### src/rtl/franken_lsu_pkg.sv
// Shared encodings, FSM state type and size helpers for the load/store unit.
package franken_lsu_pkg;

  localparam logic [1:0] SZ_B = 2'b00;
  localparam logic [1:0] SZ_H = 2'b01;
  localparam logic [1:0] SZ_W = 2'b10;

  typedef enum logic [2:0] {
    ST_IDLE  = 3'd0,
    ST_BEAT1 = 3'd1,
    ST_WAIT1 = 3'd2,
    ST_BEAT2 = 3'd3,
    ST_WAIT2 = 3'd4,
    ST_RESP  = 3'd5
  } lsu_state_t;

  // Right-aligned byte mask for an access size; illegal size yields 0.
  function automatic logic [3:0] size_mask(input logic [1:0] size);
    case (size)
      SZ_B:    return 4'b0001;
      SZ_H:    return 4'b0011;
      SZ_W:    return 4'b1111;
      default: return 4'b0000;
    endcase
  endfunction

  // True when the access spills past the end of its word.
  function automatic logic crosses_word(input logic [1:0] size, input logic [1:0] off);
    logic [2:0] nbytes;
    case (size)
      SZ_B:    nbytes = 3'd1;
      SZ_H:    nbytes = 3'd2;
      SZ_W:    nbytes = 3'd4;
      default: nbytes = 3'd0;
    endcase
    return ({1'b0, off} + nbytes) > 3'd4;
  endfunction

endpackage

### src/rtl/franken_lsu_align.sv
// Byte-lane steering: byte enables and shifted store data for the current
// beat, plus assembly and extension of the load result from both read words.
module franken_lsu_align
  import franken_lsu_pkg::*;
(
  input  logic [1:0]  off_i,
  input  logic [1:0]  size_i,
  input  logic        beat2_i,
  input  logic        unsigned_i,
  input  logic [31:0] wdata_i,
  input  logic [31:0] rd0_i,
  input  logic [31:0] rd1_i,
  output logic [3:0]  be_o,
  output logic [31:0] wdata_o,
  output logic [31:0] rdata_o
);

  logic [7:0]  be_wide;
  logic [31:0] wmasked;
  logic [63:0] w_wide;
  logic [63:0] r_wide;
  logic [31:0] r_asm;

  // Two-word windows: beat 1 takes the low half, beat 2 the spill-over.
  always_comb begin
    be_wide = {4'b0000, size_mask(size_i)} << off_i;
    be_o    = beat2_i ? be_wide[7:4] : be_wide[3:0];

    case (size_i)
      SZ_B:    wmasked = {24'h0, wdata_i[7:0]};
      SZ_H:    wmasked = {16'h0, wdata_i[15:0]};
      default: wmasked = wdata_i;
    endcase
    w_wide  = {32'h0, wmasked} << {off_i, 3'b000};
    wdata_o = beat2_i ? w_wide[63:32] : w_wide[31:0];

    r_wide = {rd1_i, rd0_i} >> {off_i, 3'b000};
    r_asm  = r_wide[31:0];
    case (size_i)
      SZ_B:    rdata_o = unsigned_i ? {24'h0, r_asm[7:0]}  : {{24{r_asm[7]}}, r_asm[7:0]};
      SZ_H:    rdata_o = unsigned_i ? {16'h0, r_asm[15:0]} : {{16{r_asm[15]}}, r_asm[15:0]};
      default: rdata_o = r_asm;
    endcase
  end

endmodule

### src/rtl/franken_lsu.sv
// Handshaked load/store unit between the core memory stage and a single-port
// word-addressed data memory. One transaction in flight; misaligned
// word-crossing accesses are split into two beats or rejected.
//
// Handshake: a request transfers on a rising edge with req_valid_i & req_ready_o;
// a bus beat transfers with mem_valid_o & mem_ready_i and its outputs are held
// until then; mem_rvalid_i and rsp_valid_o are single-cycle pulses with no
// backpressure.
module franken_lsu
  import franken_lsu_pkg::*;
#(
  parameter int ADDR_W         = 32,
  parameter bit MISALIGN_SPLIT = 1'b1
) (
  input  logic              clk_i,
  input  logic              rst_i,
  input  logic              req_valid_i,
  output logic              req_ready_o,
  input  logic              req_we_i,
  input  logic [1:0]        req_size_i,
  input  logic              req_unsigned_i,
  input  logic [ADDR_W-1:0] req_addr_i,
  input  logic [31:0]       req_wdata_i,
  output logic              rsp_valid_o,
  output logic [31:0]       rsp_rdata_o,
  output logic              rsp_err_o,
  output logic              mem_valid_o,
  input  logic              mem_ready_i,
  output logic              mem_we_o,
  output logic [ADDR_W-1:0] mem_addr_o,
  output logic [3:0]        mem_be_o,
  output logic [31:0]       mem_wdata_o,
  input  logic              mem_rvalid_i,
  input  logic [31:0]       mem_rdata_i
);

  lsu_state_t        state_q, state_d;
  logic              we_q, we_d;
  logic [1:0]        size_q, size_d;
  logic              uns_q, uns_d;
  logic [ADDR_W-1:0] addr_q, addr_d;
  logic [31:0]       wdata_q, wdata_d;
  logic [31:0]       rd0_q, rd0_d;
  logic [31:0]       rd1_q, rd1_d;
  logic              err_q, err_d;
  logic              req_cross;

  logic              req_ready_q, rsp_valid_q, rsp_err_q;
  logic [31:0]       rsp_rdata_q;
  logic              mem_valid_q, mem_we_q;
  logic [ADDR_W-1:0] mem_addr_q;
  logic [3:0]        mem_be_q;
  logic [31:0]       mem_wdata_q;

  logic              beat_d, beat2_d;
  logic [ADDR_W-1:0] word_addr_d;
  logic [3:0]        al_be;
  logic [31:0]       al_wdata, al_rdata;

  assign req_cross = crosses_word(size_q, addr_q[1:0]);

  // Next-state, request latching and read-word capture.
  always_comb begin
    state_d = state_q;
    we_d    = we_q;
    size_d  = size_q;
    uns_d   = uns_q;
    addr_d  = addr_q;
    wdata_d = wdata_q;
    rd0_d   = rd0_q;
    rd1_d   = rd1_q;
    err_d   = err_q;
    case (state_q)
      ST_IDLE: begin
        if (req_valid_i && req_ready_q) begin
          we_d    = req_we_i;
          size_d  = req_size_i;
          uns_d   = req_unsigned_i;
          addr_d  = req_addr_i;
          wdata_d = req_wdata_i;
          rd0_d   = 32'h0;
          rd1_d   = 32'h0;
          if ((size_mask(req_size_i) == 4'b0000) ||
              (crosses_word(req_size_i, req_addr_i[1:0]) && !MISALIGN_SPLIT)) begin
            err_d   = 1'b1;
            state_d = ST_RESP;
          end else begin
            err_d   = 1'b0;
            state_d = ST_BEAT1;
          end
        end
      end
      ST_BEAT1: begin
        if (mem_ready_i) begin
          if (!we_q)          state_d = ST_WAIT1;
          else if (req_cross) state_d = ST_BEAT2;
          else                state_d = ST_RESP;
        end
      end
      ST_WAIT1: begin
        if (mem_rvalid_i) begin
          rd0_d   = mem_rdata_i;
          state_d = req_cross ? ST_BEAT2 : ST_RESP;
        end
      end
      ST_BEAT2: begin
        if (mem_ready_i) state_d = we_q ? ST_RESP : ST_WAIT2;
      end
      ST_WAIT2: begin
        if (mem_rvalid_i) begin
          rd1_d   = mem_rdata_i;
          state_d = ST_RESP;
        end
      end
      ST_RESP:  state_d = ST_IDLE;
      default:  state_d = ST_IDLE;
    endcase
  end

  assign beat_d      = (state_d == ST_BEAT1) || (state_d == ST_BEAT2);
  assign beat2_d     = (state_d == ST_BEAT2);
  assign word_addr_d = {addr_d[ADDR_W-1:2], 2'b00};

  franken_lsu_align u_align (
    .off_i      (addr_d[1:0]),
    .size_i     (size_d),
    .beat2_i    (beat2_d),
    .unsigned_i (uns_d),
    .wdata_i    (wdata_d),
    .rd0_i      (rd0_d),
    .rd1_i      (rd1_d),
    .be_o       (al_be),
    .wdata_o    (al_wdata),
    .rdata_o    (al_rdata)
  );

  // State and latched request registers.
  always_ff @(posedge clk_i or posedge rst_i) begin
    if (rst_i) begin
      state_q <= ST_IDLE;
      we_q    <= 1'b0;
      size_q  <= SZ_B;
      uns_q   <= 1'b0;
      addr_q  <= '0;
      wdata_q <= 32'h0;
      rd0_q   <= 32'h0;
      rd1_q   <= 32'h0;
      err_q   <= 1'b0;
    end else begin
      state_q <= state_d;
      we_q    <= we_d;
      size_q  <= size_d;
      uns_q   <= uns_d;
      addr_q  <= addr_d;
      wdata_q <= wdata_d;
      rd0_q   <= rd0_d;
      rd1_q   <= rd1_d;
      err_q   <= err_d;
    end
  end

  // Registered outputs, computed from the state being entered.
  always_ff @(posedge clk_i or posedge rst_i) begin
    if (rst_i) begin
      req_ready_q <= 1'b1;
      rsp_valid_q <= 1'b0;
      rsp_err_q   <= 1'b0;
      rsp_rdata_q <= 32'h0;
      mem_valid_q <= 1'b0;
      mem_we_q    <= 1'b0;
      mem_addr_q  <= '0;
      mem_be_q    <= 4'b0000;
      mem_wdata_q <= 32'h0;
    end else begin
      req_ready_q <= (state_d == ST_IDLE);
      rsp_valid_q <= (state_d == ST_RESP);
      rsp_err_q   <= (state_d == ST_RESP) && err_d;
      rsp_rdata_q <= ((state_d == ST_RESP) && !err_d && !we_d) ? al_rdata : 32'h0;
      mem_valid_q <= beat_d;
      mem_we_q    <= beat_d && we_d;
      mem_addr_q  <= !beat_d ? '0 : (beat2_d ? word_addr_d + ADDR_W'(4) : word_addr_d);
      mem_be_q    <= beat_d ? al_be : 4'b0000;
      mem_wdata_q <= (beat_d && we_d) ? al_wdata : 32'h0;
    end
  end

  assign req_ready_o = req_ready_q;
  assign rsp_valid_o = rsp_valid_q;
  assign rsp_err_o   = rsp_err_q;
  assign rsp_rdata_o = rsp_rdata_q;
  assign mem_valid_o = mem_valid_q;
  assign mem_we_o    = mem_we_q;
  assign mem_addr_o  = mem_addr_q;
  assign mem_be_o    = mem_be_q;
  assign mem_wdata_o = mem_wdata_q;

endmodule

### config.mk
export PLATFORM = sky130hd
export DESIGN_NAME = franken_lsu
export DESIGN_NICKNAME = d
export VERILOG_FILES = /design/src/rtl/franken_lsu_pkg.sv /design/src/rtl/franken_lsu_align.sv /design/src/rtl/franken_lsu.sv
export SDC_FILE = /design/constraint.sdc
export NUM_CORES = 1
export LEC_CHECK = 0
export CAP_MARGIN = 20
export CORE_ASPECT_RATIO = 1.1
export CORE_MARGIN = 1.5
export CORE_UTILIZATION = 54
export DETAILED_ROUTE_END_ITERATION = 10
export PLACE_DENSITY = 0.81
export SYNTH_ARGS = -nofsm -noshare
export SYNTH_HDL_FRONTEND = slang
export SYNTH_SLANG_ARGS = --single-unit
### constraint.sdc
create_clock -name clk_i -period 10.55 [get_ports clk_i]
set_input_delay 2.11 -clock clk_i [delete_from_list [all_inputs] [get_ports clk_i]]
set_output_delay 2.11 -clock clk_i [all_outputs]
set_load 0.03 [all_outputs]
Yosys cells after proc, flatten, opt, wreduce, memory -nomap -nowiden
Cells that the tools add are included.
- $add $sub $neg: 2
- eq/ne operators: 13
- muxes and demuxes: 45
- $lt $le $gt $ge: 1
- shift operators: 3
- reduce and logical (&&, ||, !) cells: 14
- operators by type and width (kind ; number):
    $mux W32 ; 15
    $pmux W32 S2 ; 4
    $shl A32 B5 Y64 ; 1
    $shr A64 B5 Y32 ; 1
    $add A32 B3 Y32 const B ; 1
    $mux W3 ; 8
    $pmux W4 S3 ; 2
    $mux W4 ; 4
    $pmux W3 S5 ; 1
    $eq A3 B2 Y1 const B ; 3
    $pmux W3 S3 ; 1
    $mux W1 ; 8
    $shl A4 B2 Y8 ; 1
    $eq A2 B1 Y1 const B ; 3
    $eq A2 B2 Y1 const B ; 3
    $eq A3 B1 Y1 const B ; 2
    $eq A3 B3 Y1 const B ; 2
    $logic_not A2 Y1 ; 3
    $logic_not A3 Y1 ; 2
    $logic_and A1 B1 Y1 ; 5
    $logic_not A4 Y1 ; 1
    $mux W2 ; 2
    $add A2 B3 Y3 ; 1
    $gt A3 B3 Y1 const B ; 1
    2 further kinds ; 3
- register bits after elaboration: 241
- word-level logic and storage cells: 96
- output and inout bits: 105
- input bits: 105

Logic depth before layout (Yosys ltp)
Gate-level depths: netlist (run 1).
- depth after elaboration: 12
- mapped depth: 16
- gate-level depth less buffers: 12

By module
Synthesis (run 1) repeated with hierarchy kept, for this count alone.
- cells, all modules: 1237
- area, all modules: 12231.7 um^2
- by module, submodules not included (module ; times used ; cells each ; area each (um^2)):
    franken_lsu ; 1 ; 990 ; 10083.4
    franken_lsu_align ; 1 ; 247 ; 2148.3

Least setup slack after synthesis (run 1)
Ideal clock, no wire load.
- path kind: input to register
- start point: input req_valid_i
- end point: register rsp_rdata_q[21] (netlist: rsp_rdata_o[21])
- required time: 10411 ps
- stages on the path: 14
- arrival time: 5137 ps
- setup slack: 5275 ps
- buffers on the path: 6
- cells stage by stage: nand4bb_1 buf_2 nor2_2 buf_2 buf_2 clkbuf_1 mux2i_1 inv_1 ha_1 clkbuf_1 nor2_1 nor3b_1 clkbuf_1 a211oi_1
- elaborated cells on any way between the ends: 29
- those cells by class: eq/ne (2); shift (1); mux (20); reduce/logical (6)
- RTL lines (item ; RTL line ; source):
    start: declaration ; franken_lsu.sv:17 ; input logic req_valid_i,
    $logic_and A1 B1 Y1 * ; franken_lsu.sv:75 ; if (req_valid_i && req_ready_q) begin
    $mux W2 * ; franken_lsu.sv:75 ;
    $mux W2 * ; franken_lsu.sv:73 ; case (state_q)
    net size_d[0] ; franken_lsu.sv:39 ; logic [1:0] size_q, size_d;
    $eq A2 B1 Y1 / $logic_not A2 Y1 (equally long branches) ; franken_lsu_align.sv:39 ; case (size_i)
    $pmux W32 S2 * ; franken_lsu_align.sv:39 ;
    $mux W32 * ; franken_lsu.sv:178 ; rsp_rdata_q <= ((state_d == ST_RESP) && !err_d && !we_d) ? al_rdata : 32'h0;
    end signal: assignment ; franken_lsu.sv:178 ;
    end: declaration ; franken_lsu.sv:49 ; logic [31:0] rsp_rdata_q;
The timed path passes the listed nets; every way through them passes the cells marked *.

Worst setup path after layout (run 1)
- start point: input req_valid_i
- end point: register mem_wdata_q[16] (netlist: mem_wdata_o[16])
- word-level cells in the longest chain between the ends: 8
- elaborated cells on any way between the ends: 21
- those cells by class: eq/ne (3); shift (1); mux (13); reduce/logical (4)
- ends and longest elaborated chain (item ; RTL line ; source):
    $logic_and A1 B1 Y1 * ; franken_lsu.sv:75 ;
    $mux W2 ; franken_lsu.sv:75 ;
    $mux W2 ; franken_lsu.sv:73 ;
    $eq A2 B1 Y1 / $logic_not A2 Y1 (equally long branches) ; franken_lsu_align.sv:29 ; case (size_i)
    $pmux W32 S2 ; franken_lsu_align.sv:29 ;
    $shl A32 B5 Y64 ; franken_lsu_align.sv:34 ; w_wide = {32'h0, wmasked} << {off_i, 3'b000};
    $mux W32 ; franken_lsu_align.sv:35 ; wdata_o = beat2_i ? w_wide[63:32] : w_wide[31:0];
    $mux W32 * ; franken_lsu.sv:183 ; mem_wdata_q <= (beat_d && we_d) ? al_wdata : 32'h0;
    end signal: assignment ; franken_lsu.sv:183 ;
    end: declaration ; franken_lsu.sv:53 ; logic [31:0] mem_wdata_q;
Mark *: on every way between the ends. The rest lies on a longest branch, timed or not.

==> flow_metrics.env, run 1 <==
export IMPL_hold_end="rd0_q[6]"
export IMPL_crit_arrival_ns=6.40
export IMPL_switchingPower_uw=2270
export IMPL_worstSetupPathType="in2reg"
export IMPL_hold_depth=1
export IMPL_finalWeightedCongestion=0.937
export IMPL_r2r_cells=9
export IMPL_drt_iter0_markers=1442
export IMPL_io_pins=210
export IMPL_cts_root_buf="clkbuf_16"
export IMPL_hp_start="rd0_q[6]"
export IMPL_first_pass_iters=7
export IMPL_overflow=0
export IMPL_rsz0062_at_grt="false"
export IMPL_endpoint_kind="register"
export IMPL_via_per_inst=6.55
export IMPL_dieArea_um2=23600
export IMPL_synth_top_area_share_pct=46.9
export IMPL_ant_nets=0
export IMPL_synth_seq_cells=231
export IMPL_track_usage_pct=32.7
export IMPL_grt_pass1_vias=11072
export IMPL_yosysUniqueCellTypes=77
export IMPL_power_density_nw_per_um2=324
export IMPL_totalPowerFinal_uw=4940
export IMPL_p_seq_share_pct=27.6
export IMPL_post_cts_resized=0
export IMPL_drv_slew=0
export IMPL_ys_warn_count=0
export IMPL_hold_path_class="reg2reg"
export IMPL_final_nets=1567
export IMPL_status="complete, no violations"
export IMPL_yosysSeqAreaShare_pct=47.2
export IMPL_stdcell_area_um2=15200
export IMPL_grt_pass1_wl_mm=60.9
export IMPL_internal_power_uw=2660
export IMPL_area_growth_pct=24.4
export IMPL_period_needed_ns=5.99
export IMPL_placed_cells=1723
export IMPL_postSynthAreaPerCell_um2=9.38
export IMPL_synth_top_cells_by_area="dfrtp_1 47%, nand2_1 5.4%, a21oi_1 2.8%"
export IMPL_die_h_um=161
export IMPL_clk_latency_ns=0.53
export IMPL_vdd_ir_drop_max_mv=0.188
export IMPL_antenna_found_initial=1
export IMPL_regToRegSetupSlack_ns=5.96
export IMPL_routed_wl_mm=38.9
export IMPL_cts_hold_buf=0
export IMPL_maxCapViolations=0
export IMPL_clock_path_buffers=3
export IMPL_cts_setup_buffers=0
export IMPL_path_max_fanout=38
export IMPL_h_tree_depth=1
export IMPL_r2r_start="state_q[2]"
export IMPL_p_leak_uw=0.00653
export IMPL_numCtsBuffers=25
export IMPL_syn_inst=1307
export IMPL_critPathLaunchType="primary input"
export IMPL_critPathRequiredTime_ns=10.96
export IMPL_pwr_share_clk_pct=17.7
export IMPL_reg2reg_to="mem_wdata_o[16]"
export IMPL_vias=11587
export IMPL_place_area_um2=14400
export IMPL_relSlewSlack_pct=36.1
export IMPL_async_reset_ff_share_pct=100
export IMPL_setup_viol=0
export IMPL_clock_skew_final_ns=0.0113
export IMPL_tightest_slew_ns=0.958
export IMPL_finalHoldViolCount=0
export IMPL_ys_flop_type="dfrtp_1"
export IMPL_die_w_um=147
export IMPL_drive_above_1_share_pct=7.06
export IMPL_grt_max_degree=106
export IMPL_synth_most_common_cell="dfrtp_1"
export IMPL_clk_pin_slew_worst_paths_ns=0.06
export IMPL_cts_tree="built"
export IMPL_syn_area_um2=12300
export IMPL_fin_setup_tns_ns=0
export IMPL_synth_edf_count=0
export IMPL_dpl_hpwl_mm=25.7
export IMPL_core_rowCount=57
export IMPL_post_drt_wl_per_cell_um=22.0
export IMPL_drc=0
export IMPL_max_freq_mhz=167
export IMPL_port_buffers=207
export IMPL_initial_core_util_pct=55.3
export IMPL_synth_top_cells_by_count="230 x dfrtp_1, 176 x nand2_1, 84 x nor2_1"
export IMPL_stdcell_count=1769
export IMPL_coreArea_um2=22200
export IMPL_swShare_pct=46.0
export IMPL_synth_largest_area_cell="dfrtp_1"
export IMPL_period_share_pct=56.8
export IMPL_cts_sinks=231
export IMPL_comb_power_share_pct=54.7
## how the worst max path moves through the flow
stage / to / cells after the start / slack (ns) / startpoint
2_1_floorplan: addr_q[0] / 1 / 2.11 / rst_i
3_3_place_gp: rsp_rdata_o[30] / 9 / 4.21 / req_valid_i
3_5_place_dp: mem_wdata_o[16] / 9 / 4.21 / req_valid_i
4_1_cts: mem_wdata_o[16] / 9 / 4.72 / req_valid_i
5_1_grt: mem_wdata_o[23] / 9 / 4.31 / req_valid_i
6_report: mem_wdata_o[16] / 9 / 4.56 / req_valid_i
## critical path: stages
cell             delay, ns
clkdlybuf4s50_1       0.54
and4bb_1              0.81
a21boi_1              0.48
nor2_4                0.19
clkinv_1              0.67
buf_4                 0.54
nor2_1                0.58
a21oi_1               0.16
a311oi_1              0.29
## layout by cell type, fill, tap and decap left out, types with 13 or more instances in the layout
cell / instances
a31oi_1: 24
nand2_1: 176
o21a_1: 19
a22o_1: 24
nor3_1: 35
clkbuf_16: 25
a21oi_1: 68
o211ai_1: 34
dfrtp_1: 229
nor2_1: 81
nand3_1: 27
mux4_2: 13
a211oi_1: 27
buf_4: 24
clkdlybuf4s50_1: 206
inv_1: 60
o21ai_0: 44
o22ai_1: 35
o2111ai_1: 18
nor2b_1: 16
mux2i_1: 31
nand2b_1: 14
## logic make-up (layout without fill, tap and decap cells)
family	after synthesis	after routing	share of synthesized area (%)
AND/OR/NAND/NOR	426	426	16.5
AO/OA/AOI/OAI	409	409	23.6
adder cells (fa/ha/maj)	7	7	0.776
flip-flops	231	231	47.2
XOR/XNOR	4	4	0.286
other	1	3	0.0306
buffers and inverters	175	340	5.78
multiplexers	54	54	5.84
## area by class of cell
cell class              instances  area [um2]
clock inverters                 8        92.6
multi-input cells             902        5800
diodes                          1        2.50
clock buffers                  37         711
flip-flops and latches        231        5780
inverters                      64         248
fillers                      1714        6930
repair buffers                231        2250
well taps                     295         369
## power groups by stage
stage	registers [uW]	clock network, uW	logic, uW
finish	1360	872	2700
CTS	1360	879	2640
global route	1390	915	2890
global placement	1360	0	2560
floorplan	1530	0	1640
detailed placement	1370	0	2620
## per-stage QoR
step	setup WS, ns	hold slack (ns)	utilization, %
final	4.56	0.517	68.8
after CTS	4.72	0.516	68.7
after global placement	4.21	0.467	65.1
after global routing	4.31	0.536	68.8
after detailed placement	4.21	0.483	65.1
after floorplan	2.11	0.452	-
## registers in the layout, indices dropped and copies added, names as in the netlist, 4 cells and up
register	count
addr_q	32
mem_addr_o	30
mem_be_o	4
mem_wdata_o	32
rd0_q	32
rd1_q	24
rsp_rdata_o	32
wdata_q	32
## layer usage
layer	track usage, %	wire (um)	share of wire (%)	vias up
li1	-	-	-	5091
met3	6.10	4290	11	114
met5	0	0	0	-
met1	45.8	15600	40	5610
met2	50.4	17500	45	772
met4	13.5	1450	3.7	0
(Power assumes the default switching activity.)
==> run 2, diff against run 1 <==
--- a/config.mk
+++ b/config.mk
@@ -8,9 +8,9 @@
 export CAP_MARGIN = 20
 export CORE_ASPECT_RATIO = 1.1
 export CORE_MARGIN = 1.5
-export CORE_UTILIZATION = 54
+export CORE_UTILIZATION = 49
 export DETAILED_ROUTE_END_ITERATION = 10
-export PLACE_DENSITY = 0.81
+export PLACE_DENSITY = 0.78
 export SYNTH_ARGS = -nofsm -noshare
 export SYNTH_HDL_FRONTEND = slang
 export SYNTH_SLANG_ARGS = --single-unit
==> constraint.sdc (replaced) <==
create_clock -name clk_i -period 4.9 [get_ports clk_i]
set_input_delay 0.98 -clock clk_i [delete_from_list [all_inputs] [get_ports clk_i]]
set_output_delay 0.98 -clock clk_i [all_outputs]
set_load 0.03 [all_outputs]
==> run 2 against run 1 <==
Effect of this change:
- first-iteration DRC count down 7.8%
- largest cell class unchanged
- final cell count increased by 1.7%
- critical path depth grew 2
- power rose by 120%
- hold slack got worse by 0.0078 ns
- wire length increased by 0.38%
- non-clock buffer count up 17
- via count down 1.0%
- register-to-register slack lost 5.0 ns
- worst setup slack got worse by 3.7 ns
- clock skew rose by 0.0036 ns
- combinational power up 120%
==> flow_metrics.env, run 2 (synthesis gave the netlist of run 1 again) <==
export IMPL_status="complete, no violations"
export IMPL_post_drt_wl_per_cell_um=21.7
export IMPL_cts_root_buf="clkbuf_16"
export IMPL_initial_core_util_pct=49.9
export IMPL_cts_tree="built"
export IMPL_dieArea_um2=26000
export IMPL_p_seq_share_pct=27.8
export IMPL_die_h_um=169
export IMPL_die_w_um=154
export IMPL_endpoint_kind="register"
export IMPL_maxCapViolations=0
export IMPL_power_density_nw_per_um2=692
export IMPL_critPathRequiredTime_ns=5.30
export IMPL_period_share_pct=82.1
export IMPL_swShare_pct=45.8
export IMPL_grt_pass1_vias=10875
export IMPL_first_pass_iters=6
export IMPL_cts_hold_buf=0
export IMPL_crit_arrival_ns=4.42
export IMPL_path_buf_inv=2
export IMPL_routed_wl_mm=39.0
export IMPL_antenna_found_initial=0
export IMPL_clock_skew_final_ns=0.0149
export IMPL_relSlewSlack_pct=36.0
export IMPL_numCtsBuffers=24
export IMPL_period_needed_ns=4.02
export IMPL_critPathTopFamily="simple AND/OR/NAND/NOR gates"
export IMPL_cts_sinks=231
export IMPL_final_nets=1583
export IMPL_hold_path_class="reg2reg"
export IMPL_max_stage_delay_ns=0.67
export IMPL_tightest_slew_ns=0.958
export IMPL_nFillCells=2024
export IMPL_drc=0
export IMPL_finalHoldViolCount=0
export IMPL_setup_viol=0
export IMPL_area_growth_pct=25.7
export IMPL_core_rowCount=60
export IMPL_path_max_fanout=12
export IMPL_path_cells="clkdlybuf4s50_1 -> and4bb_1 -> buf_4 -> nand3_1 -> and2_1 -> ha_1 -> nor2b_1 -> a21oi_1 -> mux2_2 -> a221oi_1 -> nor3_1"
export IMPL_p_leak_uw=0.00661
export IMPL_grt_pass1_wl_mm=61.4
export IMPL_place_area_um2=14600
export IMPL_drv_slew=0
export IMPL_stdcell_area_um2=15400
export IMPL_coreArea_um2=24500
export IMPL_dpl_hpwl_mm=26.6
export IMPL_io_pins=210
export IMPL_clk_latency_ns=0.52
export IMPL_final_cell_mix="229 x dfrtp_1, 206 x clkdlybuf4s50_1, 176 x nand2_1, 81 x nor2_1, 68 x a21oi_1"
export IMPL_drt_iter0_markers=1330
export IMPL_port_buffers=207
export IMPL_vias=11471
export IMPL_track_usage_pct=29.9
export IMPL_via_per_inst=6.38
export IMPL_cts_setup_buffers=0
export IMPL_drive_above_1_share_pct=8.33
export IMPL_rsz0062_at_grt="false"
export IMPL_switchingPower_uw=4880
export IMPL_h_tree_depth=1
export IMPL_grt_max_degree=132
export IMPL_finalWeightedCongestion=0.907
export IMPL_vdd_ir_drop_max_mv=0.326
export IMPL_max_freq_mhz=249
export IMPL_fin_setup_tns_ns=0
export IMPL_comb_power_share_pct=55.1
export IMPL_ant_nets=0
export IMPL_clk_pin_slew_worst_paths_ns=0.07
export IMPL_cp_slowest_cell="nor2b_1"
export IMPL_internal_power_uw=5780
export IMPL_layout_commonest_cell="dfrtp_1"
export IMPL_clock_path_buffers=3
export IMPL_post_cts_resized=0
export IMPL_overflow=0
export IMPL_pwr_share_clk_pct=17.2
export IMPL_worstSetupPathType="in2reg"
export IMPL_critPathLaunchType="primary input"
[run 2: power by group through the flow]
stage               Clock, uW  Sequential [uW]  Combinational (uW)
floorplan                   0             3310                3530
finish                   1830             2960                5870
detailed placement          0             2970                5720
global placement            0             2950                5620
CTS                      1850             2950                5770
global route             1940             3030                6320
[run 2: worst reg2reg max path: cells and delay by family, from the launching register on]
family / cells / cell delay, ns
DFF: 1 / 0.62
adders and majority gates: 1 / 0.28
AOI/OAI and AO/OA: 2 / 0.42
and+or+nand+nor: 4 / 1.09
buffers and inverters: 2 / 1.09
muxes: 1 / 0.33
[run 2: worst paths after layout]
check                            start         endpoint  slack [ns]  cells after the start
setup / recovery           req_valid_i  mem_wdata_o[22]        0.88                     11
max in group asynchronous        rst_i      wdata_q[18]        3.21                      3
hold / removal              addr_q[31]       addr_q[31]        0.51                      2
min in group asynchronous        rst_i   mem_addr_o[10]        0.73                      2
hold reg to reg             addr_q[31]       addr_q[31]        0.51                      2
setup reg to reg            state_q[1]  mem_wdata_o[22]        0.97                     10
[run 2: cell type report]
type | count | area [um2] | share of cell area (%)
timing repair buffer | 248 | 2410 | 15.6
sequential | 231 | 5780 | 37.5
clock buffer | 33 | 706 | 4.58
inverter | 64 | 244 | 1.58
clock inverter | 10 | 85.1 | 0.552
multi-input combinational | 902 | 5800 | 37.6
antenna | 1 | 2.50 | 0.0162
tap | 310 | 388 | 2.52
[run 2: metrics by stage]
step	hold slack [ns]	cells	total power (uW)	utilization [%]	setup slack, ns
4_1_cts	0.508	1797	10600	62.8	0.988
2_1_floorplan	0.452	1308	6840	-	0.755
6_report	0.509	1799	10700	62.8	0.879
5_1_grt	0.540	1798	11300	62.8	0.739
3_3_place_gp	0.465	1754	8570	59.5	0.614
3_5_place_dp	0.494	1754	8700	59.5	0.466
[run 2: layer usage]
metal,track usage (%),share of wire [%],vias up
met3,3.89,9.2,79
met5,0,0,-
met1,44.5,43,5581
li1,-,-,5124
met2,45.5,45,687
met4,9.58,2.8,0
